--- config.mk ---
export PLATFORM = sky130hd
export DESIGN_NAME = fifo_burst_reader
export DESIGN_NICKNAME = d
export VERILOG_FILES = /design/src/rtl/fifo_rd_pkg.sv /design/src/rtl/fifo_rd_skid.sv /design/src/rtl/fifo_burst_reader.sv
export SDC_FILE = /design/constraint.sdc
export NUM_CORES = 1
export LEC_CHECK = 0
export CAP_MARGIN = 25
export CORE_MARGIN = 3
export CORE_UTILIZATION = 45
export DETAILED_ROUTE_END_ITERATION = 12
export PLACE_DENSITY = 0.76
export SYNTH_ARGS = -nofsm -noshare
export SYNTH_HDL_FRONTEND = slang
export SYNTH_SLANG_ARGS = --single-unit
--- constraint.sdc ---
create_clock -name clk -period 3.2 [get_ports clk]
set_input_delay 0.64 -clock clk [delete_from_list [all_inputs] [get_ports clk]]
set_output_delay 0.64 -clock clk [all_outputs]
set_load 0.02 [all_outputs]
--- src/rtl/fifo_rd_pkg.sv ---
// Shared types and default widths for the FIFO burst reader slice.
package fifo_rd_pkg;

    typedef enum logic [1:0] {
        IDLE = 2'd0,
        RUN  = 2'd1,
        HALT = 2'd2
    } rd_state_e;

    localparam int unsigned DEF_DATA_WIDTH = 16;
    localparam int unsigned DEF_BURST_LEN  = 4;
    localparam int unsigned DEF_CNT_WIDTH  = 16;

endpackage

--- src/rtl/fifo_rd_skid.sv ---
// Two-entry skid buffer between the FIFO read port and the output stream.
// The head entry drives the stream; a push and pop in the same cycle keep occupancy.
module fifo_rd_skid
    import fifo_rd_pkg::*;
#(
    parameter int unsigned DATA_WIDTH = DEF_DATA_WIDTH
) (
    input  logic                  clk,
    input  logic                  rst,
    input  logic                  push,
    input  logic [DATA_WIDTH-1:0] push_data,
    input  logic                  pop,
    output logic [1:0]            occ,
    output logic [DATA_WIDTH-1:0] head_data,
    output logic                  full
);

    logic [1:0]            occ_q, occ_d;
    logic [DATA_WIDTH-1:0] head_q, head_d;
    logic [DATA_WIDTH-1:0] tail_q, tail_d;
    logic                  push_ok, pop_ok;

    assign pop_ok  = pop & (occ_q != 2'd0);
    assign push_ok = push & ((occ_q != 2'd2) | pop_ok);

    always_comb begin
        occ_d  = occ_q;
        head_d = head_q;
        tail_d = tail_q;
        case ({push_ok, pop_ok})
            2'b10: begin
                if (occ_q == 2'd0) begin
                    head_d = push_data;
                end else begin
                    tail_d = push_data;
                end
                occ_d = occ_q + 2'd1;
            end
            2'b01: begin
                head_d = tail_q;
                occ_d  = occ_q - 2'd1;
            end
            2'b11: begin
                // Head leaves; the new word lands behind whatever remains.
                if (occ_q == 2'd1) begin
                    head_d = push_data;
                end else begin
                    head_d = tail_q;
                    tail_d = push_data;
                end
            end
            default: ;
        endcase
    end

    always_ff @(posedge clk or posedge rst) begin
        if (rst) begin
            occ_q  <= '0;
            head_q <= '0;
            tail_q <= '0;
        end else begin
            occ_q  <= occ_d;
            head_q <= head_d;
            tail_q <= tail_d;
        end
    end

    assign occ       = occ_q;
    assign head_data = head_q;
    assign full      = (occ_q == 2'd2);

endmodule

--- src/rtl/fifo_burst_reader.sv ---
// Drains a one-cycle-latency FIFO into a valid/ready stream framed in fixed bursts.
// Holds the run/halt FSM, read issue, beat and word counters and the sticky underflow flag.
module fifo_burst_reader
    import fifo_rd_pkg::*;
#(
    parameter int unsigned DATA_WIDTH = DEF_DATA_WIDTH,
    parameter int unsigned BURST_LEN  = DEF_BURST_LEN,
    parameter int unsigned CNT_WIDTH  = DEF_CNT_WIDTH
) (
    input  logic                  clk,
    input  logic                  rst,
    input  logic                  en,
    input  logic                  err_clr,
    input  logic                  fifo_empty,
    input  logic                  fifo_underflow,
    input  logic [DATA_WIDTH-1:0] fifo_data_out,
    output logic                  fifo_rd_en,
    output logic [DATA_WIDTH-1:0] m_data,
    output logic                  m_valid,
    output logic                  m_last,
    input  logic                  m_ready,
    output logic                  busy,
    output logic                  err_underflow,
    output logic [CNT_WIDTH-1:0]  word_count
);

    localparam int unsigned BEAT_W = (BURST_LEN > 2) ? $clog2(BURST_LEN) : 1;
    localparam logic [BEAT_W-1:0] BEAT_LAST = BEAT_W'(BURST_LEN - 1);

    rd_state_e             state_q, state_d;
    logic                  inflight_q, inflight_d;
    logic [BEAT_W-1:0]     beat_q, beat_d;
    logic [CNT_WIDTH-1:0]  word_count_q, word_count_d;
    logic                  err_q, err_d;

    logic [1:0]            occ;
    logic [DATA_WIDTH-1:0] head_data;
    logic                  full;
    logic                  pop;
    logic [31:0]           supply_next;
    logic [31:0]           remain_next;
    logic                  room_ok;
    logic                  want_more;

    fifo_rd_skid #(
        .DATA_WIDTH(DATA_WIDTH)
    ) u_skid (
        .clk       (clk),
        .rst       (rst),
        .push      (inflight_q),
        .push_data (fifo_data_out),
        .pop       (pop),
        .occ       (occ),
        .head_data (head_data),
        .full      (full)
    );

    assign m_valid = (occ != 2'd0);
    assign m_data  = head_data;
    assign pop     = m_valid & m_ready;
    assign m_last  = m_valid & (beat_q == BEAT_LAST);

    always_comb begin
        beat_d       = beat_q;
        word_count_d = word_count_q;
        if (pop) begin
            beat_d       = (beat_q == BEAT_LAST) ? '0 : beat_q + BEAT_W'(1);
            word_count_d = word_count_q + CNT_WIDTH'(1);
        end
    end

    // With en low, reads only top up the words still owed to the open burst,
    // measured after this cycle's pop so the decision is never a cycle late.
    always_comb begin
        supply_next = 32'(occ) + 32'(inflight_q) - 32'(pop);
        remain_next = (beat_d == '0) ? 32'd0 : 32'(BURST_LEN) - 32'(beat_d);
        room_ok     = (supply_next < 32'd2) & ~(full & ~pop);
        want_more   = en | (supply_next < remain_next);
        fifo_rd_en  = ~rst & (state_q == RUN) & ~fifo_empty & room_ok & want_more;
    end

    assign inflight_d = fifo_rd_en;

    always_comb begin
        state_d = state_q;
        case (state_q)
            IDLE: if (en) state_d = RUN;
            RUN: begin
                if (fifo_underflow) begin
                    state_d = HALT;
                end else if (!en && beat_q == '0 && !inflight_q && occ == 2'd0) begin
                    state_d = IDLE;
                end
            end
            HALT: if (err_clr) state_d = IDLE;
            default: state_d = IDLE;
        endcase
    end

    always_comb begin
        err_d = err_q;
        if (fifo_underflow) begin
            err_d = 1'b1;
        end else if (err_clr) begin
            err_d = 1'b0;
        end
    end

    always_ff @(posedge clk or posedge rst) begin
        if (rst) begin
            state_q      <= IDLE;
            inflight_q   <= 1'b0;
            beat_q       <= '0;
            word_count_q <= '0;
            err_q        <= 1'b0;
        end else begin
            state_q      <= state_d;
            inflight_q   <= inflight_d;
            beat_q       <= beat_d;
            word_count_q <= word_count_d;
            err_q        <= err_d;
        end
    end

    assign busy          = (state_q != IDLE) | inflight_q | (occ != 2'd0);
    assign err_underflow = err_q;
    assign word_count    = word_count_q;

endmodule

==> results.cfg, run 1 <==
[timing]
timing_max_transition_violations_final = 0
layout_setup_ws_ns = -0.1614
fin_skew_ns = 0.01266
timing.final.crit_period_ns = 3.361
timing_hold_violations_final = 0
rsz0062_at_grt = true
fin_crit_sh = 1.050
timing_worst_slew_pin_value_ns = 0.6497
slew-limit-headroom = 0.5668
final-setup-viol-count = 1
maxClockFrequency_mhz = 297.5

[synth]
synth-seq-cells = 56
syn-mean-instance-area_sq_um = 11.46
netlist_top_cells_area = dfrtp_1 53%, mux2i_1 6.8%, mux2_2 6.8%, ha_1 4.3%, xnor2_1 4.0%
synthesis.nets = 264
synth_warnings = 0
count_of_mapped_cells_out_of_synthesis = 231
synthesis.area_sq_um = 2646
yosys.cell_types.count = 36
synth.largest_area_cell = dfrtp_1
synthDominantCellAreaShare = 0.5296
synth-seq-area-share = 0.5296

[worst_setup_path]
startpoint_type = register
r2r_setup_slack_ns = 0.88
crit_reg_reg_endpoint = inflight_q$_DFF_PP0_
crit_path_frequent_cell = ha_4
crit_fanout = 4
r2r_cells = 11
regToRegStartpoint = u_skid.occ[1]$_DFFE_PP0P_
worst-endpoint-required_ns = 2.56
max_stage_delay_ns = 0.59
timing.setup.critical_path_class = register to output port
sort_of_element_at_the_end_of_the_critical_path = output port
arrival_ns = 2.72
critical_path.slowest_cell = fa_2
crit_chain = inv_2, ha_4, nand2b_4, nand2_2, nand2_2, ha_4, fa_2, ha_4, nor2_4, a211oi_2, a2111oi_4, buf_4
crit_path_end = fifo_rd_en
crit_path_start = u_skid.occ[1]$_DFFE_PP0P_

[layout]
antenna_cell_count = 0
fin_nets = 339
synthToLayoutAreaGrowth_pct = 36.60
stdcell_count = 379
final_core_utilization = 0.6446
drive_above_1_share = 0.2182
num-fill-cells = 475

[grt]
maximum_number_of_pins_on_one_net_before_global_route_repair = 38
grt_antenna_before_repair = 0
global_route.usage.total = 0.1659
grt_pass1_vias = 1852
global_route_wire_length_before_repair_mm = 8.611
gr-total-overflow = 0

[pwr]
power.combinational.fraction = 0.531
clock_power_share = 0.116
internal_power_mw = 2.068
power.static_leakage_nw = 1.666
power_mw = 3.344
p_switching_mw = 1.276
power.share.switching = 0.3816
seq_power_share = 0.353
power_density_nw_per_um2 = 925.1
max-vdd-ir-drop_v = 0.0005073

[drt]
detailed_route_via_count = 1870
number_of_drc_violations_after_detailed_routing_iteration_0 = 52
met2_wirelength_mm = 2.683
detail_route.vias_per_cell = 4.934
totalWireLength_mm = 5.213
wire_per_inst_um = 13.75
drt_first_pass_iters = 4
wl_met1_mm = 2.247
topRoutingLayerUsed = met4
ant_nets = 0
drc = 0
dr_wl_met3_um = 215

[clock_network]
cts-root-to-sink-buffers = 2
clkSinkCount = 56
cts_htree_levels = 2
worstSkewPairLatency_ns = 0.31
tritoncts = yes
tritoncts.num_buffers = 5
clockRootBuffer = clkbuf_8
clkTransAtPathRegs_ns = 0.10
ctsHoldBuffers = 0

[outcome]
outcome = finished with violations
violated_checks = negative setup slack

[die]
start_util = 0.4719
fp.coreArea_sq_um = 5608
floorplan.die_area_sq_um = 6837
floorplan.rows = 27
floorplan.die.height_um = 82.69
floorplan.die.width_um = 82.69
io_pins = 60

[placement]
dp_cells = 370
dp.final_hpwl_mm = 3.844
io_buffer_count = 59
place.gp.congestion = 0.7908

[hold_path]
hold-path-cell-count = 1
worst_hold_path_type = register to register

[run]
max-cap-violations = 0
==> registers in the layout (all words and copies together), names as in the netlist <==
| name | count |
|---|---|
| beat_q | 2 |
| err_underflow | 1 |
| inflight_q | 1 |
| state_q | 2 |
| u_skid.head_data | 16 |
| u_skid.occ | 2 |
| u_skid.tail_q | 16 |
| word_count | 16 |
==> layout make-up <==
class | count | area (sq um) | area share
sequential | 56 | 1401 | 0.3877
multi-input combinational | 156 | 1254 | 0.3468
timing repair buffer | 76 | 738.2 | 0.2042
tap | 72 | 90.09 | 0.02492
clock buffer | 5 | 68.82 | 0.01904
inverter | 11 | 41.29 | 0.01142
clock inverter | 3 | 21.27 | 0.005884
==> synth_stat cells <==
| cell | count |
|---|---|
| a22o_1 | 1 |
| nor4_2 | 2 |
| nand3_1 | 7 |
| a21oi_1 | 20 |
| clkbuf_1 | 2 |
| nor2b_1 | 1 |
| xnor2_1 | 12 |
| nand3b_1 | 1 |
| and3_1 | 2 |
| mux2i_1 | 18 |
| nand3_2 | 1 |
| nand2_2 | 1 |
| buf_6 | 2 |
| a2111oi_2 | 1 |
| and2b_2 | 1 |
| or4_1 | 1 |
| dfrtp_1 | 56 |
| nand2_1 | 14 |
| o21ai_2 | 1 |
| or2_2 | 1 |
| nand2b_1 | 1 |
| nand4_1 | 3 |
| nor3_1 | 3 |
| nor2b_2 | 1 |
| inv_1 | 11 |
| nand4b_1 | 1 |
| mux2_4 | 1 |
| xor2_1 | 4 |
| nor2_1 | 25 |
| a21o_1 | 2 |
| or3_1 | 1 |
| fa_1 | 1 |
| buf_2 | 4 |
| mux2_2 | 16 |
| ha_1 | 9 |
| a211oi_1 | 3 |
==> cells by family (layout without fill, tap and decap cells) <==
family                     count (synthesis)  in the layout  share of synthesized area
and+or+nand+nor                           67             67                     0.1267
DFF                                       56             56                     0.5295
muxes                                     35             35                     0.1418
AOI/OAI and AO/OA                         28             28                    0.06430
buffers and inverters                     19             95                    0.03452
xor gates and xnor gates                  16             16                    0.05295
adders and majority gates                 10             10                    0.05012
==> critical path, delay by kind of cell (launching register included) <==
family | cells | cell delay [ns]
AO/OA/AOI/OAI | 2 | 0.27
adder cells (fa/ha/maj) | 4 | 1.15
buffers and inverters | 2 | 0.26
flip-flops | 1 | 0.38
AND/OR/NAND/NOR | 4 | 0.33
==> stage by stage <==
stage               hold WS [ns]  setup TNS [ns]  cell area [sq um]  worst slack (ns)
floorplan                 0.4418               0               2720           0.02584
global placement          0.4625         -0.9283               3470           -0.9283
detailed placement        0.4644         -0.9766               3485           -0.9766
CTS                       0.4797         -0.1823               3607           -0.1823
global route              0.5133         -0.3043               3615           -0.3043
finish                    0.4725         -0.1614               3615           -0.1614
==> layer usage <==
layer	global-route usage	up-vias
met4	0.04412	0
met5	0	-
met1	0.2109	880
li1	-	944
met2	0.2869	39
met3	0.03471	7
==> power by group through the flow <==
| stage | clock (mW) | sequential (mW) | combinational, mW |
|---|---|---|---|
| final | 0.389 | 1.18 | 1.77 |
| after global routing | 0.432 | 1.23 | 1.96 |
| after CTS | 0.407 | 1.18 | 1.79 |
| after detailed placement | 0 | 1.20 | 1.72 |
| after global placement | 0 | 1.19 | 1.67 |
| after floorplan | 0 | 1.35 | 0.923 |
==> worst min path at each step <==
stage                                       endpoint  slack (ns)                  startpoint
after detailed placement  word_count[15]$_DFFE_PP0P_        0.46  word_count[15]$_DFFE_PP0P_
after CTS                 word_count[15]$_DFFE_PP0P_        0.48  word_count[15]$_DFFE_PP0P_
after global placement    word_count[15]$_DFFE_PP0P_        0.46  word_count[15]$_DFFE_PP0P_
after global routing      word_count[15]$_DFFE_PP0P_        0.51  word_count[15]$_DFFE_PP0P_
final                     word_count[15]$_DFFE_PP0P_        0.47  word_count[15]$_DFFE_PP0P_
after floorplan               state_q[0]$_DFFE_PP0P_        0.44      state_q[1]$_DFFE_PP0P_
==> repair_timing <==
| action | 4_1_cts | 5_1_grt |
|---|---|---|
| endpoints found under the hold margin | 0 | 0 |
| pin swaps | 8 | 0 |
| buffers inserted | 0 | 1 |
| resized for setup | 14 | 0 |
| setup endpoints to repair | 1 | 1 |
==> cell usage in the layout (no fill, tap or decap), types with 2 or more instances in the layout <==
| cell | netlist | final |
|---|---|---|
| a21o_1 | 2 | 2 |
| clkdlybuf4s50_1 | 0 | 57 |
| mux2i_1 | 18 | 18 |
| a21oi_1 | 20 | 20 |
| inv_1 | 11 | 8 |
| mux2_2 | 16 | 16 |
| inv_2 | 0 | 3 |
| and3_1 | 2 | 2 |
| clkbuf_8 | 0 | 5 |
| nand4_1 | 3 | 3 |
| xor2_1 | 4 | 4 |
| ha_4 | 0 | 3 |
| xnor2_1 | 12 | 12 |
| nor2_1 | 25 | 24 |
| buf_4 | 0 | 15 |
| nor3_2 | 0 | 2 |
| nand3_1 | 7 | 7 |
| nor4_2 | 2 | 2 |
| ha_1 | 9 | 6 |
| nand2_1 | 14 | 11 |
| nand2_2 | 1 | 3 |
| a211oi_1 | 3 | 2 |
| dfrtp_1 | 56 | 56 |
Note: power is estimated with default switching activity, not from simulation.
==> inputs of run 2 (changes only) <==
Settings changed: CTS_CLUSTER_SIZE set to 12.
==> results of run 2 <==
No change in the layout: final DEF, timing and power equal those of run 1.
==> inputs of run 3 (changes only) <==
Settings changed: CORE_ASPECT_RATIO set to 2.
==> run 3 against run 2 <==
Compared with the run above: the flow still finishes with violations (negative setup slack); final cell count is 2.4% lower; via count is 4.8% higher; sequential share of layout area stayed put; worst hold slack better by 0.0075 ns; power is 2.2% higher; flip-flop and latch count stayed put; fmax is 0.14% higher; critical path depth stayed put; critical endpoint unchanged.
==> results.cfg, run 3 (synthesis gave the netlist of run 1 again) <==
[pwr]
power_density_nw_per_um2 = 945.7
power.static_leakage_nw = 1.675
power_mw = 3.418
max-vdd-ir-drop_v = 0.001039

[grt]
globalRoute.busiestLayer = met2
global_route_wire_length_before_repair_mm = 9.625
global_route.usage.met2 = 0.3266
globalRouteMet3Util = 0.03950
gr-total-overflow = 0
global_route.usage.total = 0.1853
grt_pass1_vias = 2079
maximum_number_of_pins_on_one_net_before_global_route_repair = 34
grt_antenna_before_repair = 0
use_met1 = 0.2081

[timing]
timing_worst_slew_pin_value_ns = 0.6916
final-setup-viol-count = 1
timing_hold_violations_final = 0
hold_ws_ns = 0.4799
fin_skew_ns = 0.007771
timing_max_transition_violations_final = 0
layout_setup_ws_ns = -0.1568
maxClockFrequency_mhz = 297.9
timing.final.crit_period_ns = 3.357
fin_crit_sh = 1.049
rsz0062_at_grt = true
slew-limit-headroom = 0.5382

[layout]
stdcell_count = 370
num-fill-cells = 433
fin_nets = 342
drive_above_1_share = 0.2226
synthToLayoutAreaGrowth_pct = 36.60
area.sequential_sq_um = 1401
final_common_cell = clkdlybuf4s50_1
multi_input_area_sq_um = 1260
layout.cells.most_common_list = 57 x clkdlybuf4s50_1, 56 x dfrtp_1, 24 x nor2_1
antenna_cell_count = 0

[clock_network]
tritoncts = yes
cts-root-to-sink-buffers = 2
clockRootBuffer = clkbuf_8
tritoncts.num_buffers = 5
clkSinkCount = 56
cts_htree_levels = 2
clkTransAtPathRegs_ns = 0.10
worstSkewPairLatency_ns = 0.31

[die]
floorplan.rows = 38
io_pins = 60
floorplan.die_area_sq_um = 6893
start_util = 0.4757
fp.coreArea_sq_um = 5563
floorplan.die.width_um = 60.23
floorplan.die.height_um = 114.5

[worst_setup_path]
startpoint_type = register
arrival_ns = 2.72
sort_of_element_at_the_end_of_the_critical_path = output port
crit_fanout = 4
worst-endpoint-required_ns = 2.56
timing.setup.critical_path_class = register to output port

[placement]
dp_cells = 360
io_buffer_count = 59
place.gp.congestion = 0.8422
minimum_setup_slack_after_placement_ns = -0.9684
dp.final_hpwl_mm = 4.215

[outcome]
outcome = finished with violations
violated_checks = negative setup slack

[run]
max-cap-violations = 0

[drt]
drc = 0
number_of_drc_violations_after_detailed_routing_iteration_0 = 66
detail_route.vias_per_cell = 5.295
wire_per_inst_um = 15.21
totalWireLength_mm = 5.626
detailed_route_via_count = 1959
drt_first_pass_iters = 4
ant_nets = 0

[hold_path]
worst_hold_path_type = register to register
==> run 3: what timing repair did <==
| action | 4_1_cts | 5_1_grt |
|---|---|---|
| pin swaps | 10 | 0 |
| hold buffers | 0 | 0 |
| resized for setup | 15 | 0 |
| setup endpoints to repair | 1 | 1 |
| setup buffers | 2 | 0 |
==> run 3: cell type report <==
class / instances / area share
clock buffer: 6 / 0.02008
inverter: 11 / 0.01142
timing repair buffer: 79 / 0.2070
multi-input combinational: 156 / 0.3486
sequential: 56 / 0.3877
tap: 60 / 0.02077
clock inverter: 2 / 0.004500
==> run 3: routing by layer <==
| metal | share of wire | vias to the layer above |
|---|---|---|
| li1 | - | 945 |
| met1 | 0.36 | 958 |
| met2 | 0.58 | 43 |
| met3 | 0.040 | 13 |
| met4 | 0.028 | 0 |
| met5 | 0 | - |
==> run 3: worst paths after layout <==
path | start | end | slack [ns] | cells past startpoint
worst max-delay path | u_skid.occ[0]$_DFFE_PP0P_ | fifo_rd_en | -0.16 | 12
worst min-delay path | word_count[15]$_DFFE_PP0P_ | word_count[15]$_DFFE_PP0P_ | 0.48 | 1
worst max register to register | u_skid.occ[0]$_DFFE_PP0P_ | inflight_q$_DFF_PP0_ | 0.89 | 11
worst min register to register | word_count[15]$_DFFE_PP0P_ | word_count[15]$_DFFE_PP0P_ | 0.48 | 1
max in group asynchronous | rst | u_skid.tail_q[11]$_DFFE_PP0P_ | 1.75 | 3
min in group asynchronous | rst | state_q[0]$_DFFE_PP0P_ | 0.80 | 2
==> run 3: stage by stage <==
stage	cell area [sq um]	util	TNS, ns
detailed placement	3472	0.6242	-0.9684
CTS	3615	0.6498	-0.1421
global placement	3457	0.6215	-0.9589
global route	3615	0.6498	-0.3126
finish	3615	0.6498	-0.1568
floorplan	2720	-	0
==> run 3: worst max-delay path: stages, from the launching register on <==
cell       delay [ns]
dfrtp_1          0.39
inv_2            0.07
ha_4             0.18
nand2b_4         0.15
nand2_2          0.06
nand2_2          0.06
ha_4             0.17
fa_2             0.59
ha_4             0.22
nor2_4           0.08
a211oi_2         0.05
a2111oi_4        0.21
buf_4            0.20
==> run 3: power breakdown <==
| group | internal (mW) | switching, mW |
|---|---|---|
| registers | 0.994 | 0.197 |
| logic | 0.945 | 0.895 |
| clock network | 0.156 | 0.231 |
| total | 2.09 | 1.32 |
